[src/rtl/adc0809_ctrl.sv]
// ADC0809 conversion controller: free-running adc_clk divider, ALE/START pulse, EOC handshake, OE read.
// Latency: busy -> adc_start +1 cycle, EOC pin -> dout_valid 3+OE_CYC cycles; start ignored while busy (no queue).
module adc0809_ctrl #(
    parameter int unsigned ADC_HALF  = 28,
    parameter int unsigned START_CYC = 10,
    parameter int unsigned OE_CYC    = 8,
    parameter int unsigned TIMEOUT   = 65535
) (
    input  logic       clk,
    input  logic       rst,
    input  logic       start,
    input  logic [2:0] ch,
    output logic       busy,
    output logic [7:0] dout,
    output logic [2:0] dout_ch,
    output logic       dout_valid,
    output logic       timeout_err,
    output logic       adc_clk,
    output logic [2:0] adc_addr,
    output logic       adc_ale,
    output logic       adc_start,
    output logic       adc_oe,
    input  logic       adc_eoc,
    input  logic [7:0] adc_data
);
    localparam int unsigned DIV_W  = (ADC_HALF > 1) ? $clog2(ADC_HALF) : 1;
    localparam int unsigned PH_MAX = (START_CYC > OE_CYC) ? START_CYC : OE_CYC;
    localparam int unsigned PH_W   = (PH_MAX > 1) ? $clog2(PH_MAX) : 1;

    localparam logic [DIV_W-1:0] DIV_LAST   = DIV_W'(ADC_HALF - 1);
    localparam logic [PH_W-1:0]  START_LAST = PH_W'(START_CYC - 1);
    localparam logic [PH_W-1:0]  OE_LAST    = PH_W'(OE_CYC - 1);
    localparam logic [15:0]      TMO_MAX    = 16'(TIMEOUT);

    typedef enum logic [2:0] {
        S_IDLE,
        S_SETUP,
        S_PULSE,
        S_WAIT_LO,
        S_WAIT_HI,
        S_READ
    } state_t;

    logic [DIV_W-1:0] div_q, div_d;
    logic             adc_clk_q, adc_clk_d;

    always_comb begin
        div_d     = div_q + 1'b1;
        adc_clk_d = adc_clk_q;
        if (div_q == DIV_LAST) begin
            div_d     = '0;
            adc_clk_d = ~adc_clk_q;
        end
    end

    always_ff @(posedge clk or negedge rst) begin
        if (!rst) begin
            div_q     <= '0;
            adc_clk_q <= 1'b0;
        end else begin
            div_q     <= div_d;
            adc_clk_q <= adc_clk_d;
        end
    end

    // EOC idles high on the chip, so the synchroniser resets to 1 to avoid a false falling edge.
    logic eoc_m_q, eoc_s_q;

    always_ff @(posedge clk or negedge rst) begin
        if (!rst) begin
            eoc_m_q <= 1'b1;
            eoc_s_q <= 1'b1;
        end else begin
            eoc_m_q <= adc_eoc;
            eoc_s_q <= eoc_m_q;
        end
    end

    state_t          state_q;
    logic [PH_W-1:0] ph_q;
    logic [15:0]     tmo_q;
    logic            busy_q;
    logic            pulse_q;
    logic            oe_q;
    logic            vld_q;
    logic            tmo_err_q;
    logic [2:0]      addr_q;
    logic [2:0]      dout_ch_q;
    logic [7:0]      dout_q;

    always_ff @(posedge clk or negedge rst) begin
        if (!rst) begin
            state_q   <= S_IDLE;
            ph_q      <= '0;
            tmo_q     <= '0;
            busy_q    <= 1'b0;
            pulse_q   <= 1'b0;
            oe_q      <= 1'b0;
            vld_q     <= 1'b0;
            tmo_err_q <= 1'b0;
            addr_q    <= '0;
            dout_ch_q <= '0;
            dout_q    <= '0;
        end else begin
            vld_q <= 1'b0;
            case (state_q)
                S_IDLE: begin
                    if (start) begin
                        addr_q    <= ch;
                        busy_q    <= 1'b1;
                        tmo_err_q <= 1'b0;
                        state_q   <= S_SETUP;
                    end
                end
                S_SETUP: begin
                    pulse_q <= 1'b1;
                    ph_q    <= '0;
                    state_q <= S_PULSE;
                end
                S_PULSE: begin
                    if (ph_q == START_LAST) begin
                        pulse_q <= 1'b0;
                        tmo_q   <= '0;
                        state_q <= S_WAIT_LO;
                    end else begin
                        ph_q <= ph_q + 1'b1;
                    end
                end
                S_WAIT_LO, S_WAIT_HI: begin
                    // One timeout budget spans both EOC phases, measured from the START fall.
                    if (tmo_q == TMO_MAX) begin
                        tmo_err_q <= 1'b1;
                        busy_q    <= 1'b0;
                        state_q   <= S_IDLE;
                    end else begin
                        tmo_q <= tmo_q + 1'b1;
                        if (state_q == S_WAIT_LO && !eoc_s_q) begin
                            state_q <= S_WAIT_HI;
                        end else if (state_q == S_WAIT_HI && eoc_s_q) begin
                            oe_q    <= 1'b1;
                            ph_q    <= '0;
                            state_q <= S_READ;
                        end
                    end
                end
                S_READ: begin
                    if (ph_q == OE_LAST) begin
                        oe_q      <= 1'b0;
                        dout_q    <= adc_data;
                        dout_ch_q <= addr_q;
                        vld_q     <= 1'b1;
                        busy_q    <= 1'b0;
                        state_q   <= S_IDLE;
                    end else begin
                        ph_q <= ph_q + 1'b1;
                    end
                end
                default: state_q <= S_IDLE;
            endcase
        end
    end

    assign busy        = busy_q;
    assign dout        = dout_q;
    assign dout_ch     = dout_ch_q;
    assign dout_valid  = vld_q;
    assign timeout_err = tmo_err_q;
    assign adc_clk     = adc_clk_q;
    assign adc_addr    = addr_q;
    assign adc_ale     = pulse_q;
    assign adc_start   = pulse_q;
    assign adc_oe      = oe_q;

endmodule

[config.mk]
export PLATFORM = sky130hd
export DESIGN_NAME = adc0809_ctrl
export DESIGN_NICKNAME = d
export VERILOG_FILES = /design/src/rtl/adc0809_ctrl.sv
export SDC_FILE = /design/constraint.sdc
export NUM_CORES = 1
export LEC_CHECK = 0
export CAP_MARGIN = 20
export CORE_MARGIN = 2
export CORE_UTILIZATION = 50
export DETAILED_ROUTE_END_ITERATION = 10
export PLACE_DENSITY = 0.84
export SYNTH_ARGS = -nofsm -noshare
export SYNTH_HDL_FRONTEND = slang
export SYNTH_SLANG_ARGS = --single-unit
export TNS_END_PERCENT = 30
[constraint.sdc]
create_clock -name clk -period 6 [get_ports clk]
set_input_delay 1.2 -clock clk [delete_from_list [all_inputs] [get_ports clk]]
set_output_delay 1.2 -clock clk [all_outputs]
set_load 0.005 [all_outputs]
==> impl_metrics.toml <==
[job]
maxCapViolCount = 0

[sta]
slew_headroom_pct = 49.0
max_freq_ghz = 0.396
rsz0062_at_grt = "false"
setup_ws_ns = 3.47
drv_slew = 0
final.setup.tns_ns = 0
final.setup_skew_ns = 0.00507
finalHoldViolations = 0
worst_pin_slew_ns = 0.754
period_share_pct = 42.1
period_needed_ns = 2.53
setup_viol = 0
hold_ws_ns = 0.362

[yosys]
syn_inst = 269
syn_nets = 288
synth_common_cells = "55 x nand2_1, 48 x dfrtp_1, 14 x a21oi_1, 14 x nor2_1, 13 x nand3_1"
yosys_warnings = 0
synth_most_common_cell = "nand2_1"
synth_edf_count = 0
netlist-cell-type-count = 52
ys_ff_latch = 50
synth.top_cells.by_area = "dfrtp_1 47%, nand2_1 8.1%, a21oi_1 2.8%"
synth_area_per_cell_sq_um = 9.45
seq_area_frac_synth_pct = 49.3
syn_area_sq_um = 2540
synth_flop_cell = "dfrtp_1"
yosysTopAreaCell = "dfrtp_1"
async_flop_share_pct = 100
yosysTopAreaCellShare_pct = 47.2

[worst_setup_path]
startpoint_type = "register"
cp-end-kind = "register"
cp_top_family = "simple AND/OR/NAND/NOR gates"
critPathKind = "reg2reg"
path_buf_inv = 0
path_cells = "or3b_1 -> and2_1 -> mux2i_4 -> or4_1 -> a21oi_2"
path_max_fanout = 21
cp.arrival_ns = 2.77
required_ns = 6.24
max_stage_delay_ns = 0.61
slowest_stage = "dfrtp_1"

[clocking]
cts_setup_buffers = 0
cts_buffers = 5
clock_path_buffers = 2
clkLatencyLatePin_ns = 0.31
numClockSinks = 50
cts.hold.buffers_added = 0
cts_tree = "yes"
path_clk_slew_ns = 0.09
cts_root_buf = "clkbuf_8"
cts_resized = 0
htreeDepth = 2

[placement]
place_ws_ns = 3.14
io_buffers = 35
placed_cells = 359
dp_hpwl_um = 3580
gp_congestion = 0.891

[global_route]
grt_use_total_pct = 20.7
grt_max_degree = 51
antenna_found_initial = 0
grt_pass1_vias = 2018
grt_pass1_wl_um = 9010
overflow = 0

[drt]
first_pass_iters = 4
drc = 0
via_per_inst = 5.66
vias = 2082
wl_um = 5210
antenna_left = 0
drt_iter0_markers = 106
wire_per_inst_um = 14.1

[finish]
nFillCells = 405
fin_nets = 319
ff_latch_area_sq_um = 1250
antennaDiodeCount = 0
area_delta_synth_final_pct = 19.8
multi_input_area_sq_um = 1200
instances_no_fill = 368
drive_gt1_share_pct = 9.63
final_util_pct = 63.2

[floorplan]
die_h_um = 75.3
die_area_sq_um = 5670
initial_core_util_pct = 52.8
die_w_um = 75.3
ioPinCount = 36
core-area_sq_um = 4820
core.rowCount = 25

[status]
status = "complete, no violations"

[pwr]
power_density_nw_per_um2 = 336
p_leak_nw = 1.22
ir_drop_v = 0.000242

[min_path]
hp-class = "reg2reg"
## metrics by stage
stage	power, mW	area, sq um
3_5_place_dp	0.788	2920
6_report	1.02	3050
3_3_place_gp	0.777	2920
4_1_cts	1.03	3030
5_1_grt	1.09	3050
2_1_floorplan	0.690	2540
## cell usage in the layout (no fill, tap or decap), types with 2 or more instances in the layout
cell	n
or4_1	6
a21oi_1	14
a21oi_2	5
inv_1	7
ha_1	4
dfstp_2	2
clkdlybuf4s50_1	34
a2111oi_1	2
dfrtp_1	48
or3_1	6
clkbuf_8	5
nand2_1	55
a21o_1	3
or2_2	3
o211ai_1	4
o22ai_1	2
nor3_1	5
nor4b_1	2
nor2_1	14
o21ai_0	7
nand4_1	4
mux2_2	4
and3b_1	2
nand3b_1	4
o21ai_1	6
xnor2_1	3
nand3_1	13
o31ai_1	7
nor2b_1	3
nand2b_1	2
## layer usage
| metal | vias up | wire length (um) | global-route usage [%] |
|---|---|---|---|
| met2 | 53 | 2420 | 32.6 |
| li1 | 1024 | - | - |
| met5 | - | 0 | 0 |
| met3 | 9 | 389 | 7.14 |
| met1 | 996 | 2340 | 27.6 |
| met4 | 0 | 63 | 5.46 |
## power by group
part           leakage, nW  total [mW]  switching, mW  internal (mW)
Clock               0.0514       0.239          0.114          0.124
Sequential           0.600       0.471         0.0793          0.391
Combinational        0.566       0.314          0.153          0.161
Total                 1.22        1.02          0.347          0.677
## final timing paths
kind / from / end / slack [ns] / cells past startpoint
setup / recovery: state_q[0] / tmo_q[8] / 3.47 / 5
hold / removal: eoc_m_q / eoc_s_q / 0.36 / 0
setup reg to reg: state_q[0] / tmo_q[8] / 3.47 / 5
hold reg to reg: eoc_m_q / eoc_s_q / 0.36 / 0
max in group asynchronous: rst / eoc_m_q / 4.65 / 2
min in group asynchronous: rst / tmo_q[2] / 0.78 / 1
## state kept, by name (all words and copies together), names as in the netlist, 3 cells and up
register / flops
tmo_q: 16
dout: 8
div_q: 5
ph_q: 4
adc_addr: 3
dout_ch: 3
state_q: 3
## cell type report
cell class	count	area share, %
Clock buffer	6	2.38
Clock inverter	2	1.23
Inverter	7	0.863
Multi-Input combinational cell	199	39.4
Sequential cell	50	41.2
Tap cell	67	2.75
Timing Repair Buffer	37	12.2
## cell families after synthesis
group / share of synthesized area (%)
compound gates: 16.8
xor+xnor: 1.03
fa+ha+maj: 1.97
buf+inv: 3.54
flops: 49.3
mux: 2.66
simple gates: 24.7
## worst register-to-register path, cell delays in order (launching register included)
cell	delay, ns
dfrtp_1	0.61
or3b_1	0.58
and2_1	0.33
mux2i_4	0.32
or4_1	0.47
a21oi_2	0.15
No activity file was read; power rests on OpenSTA's default activity.
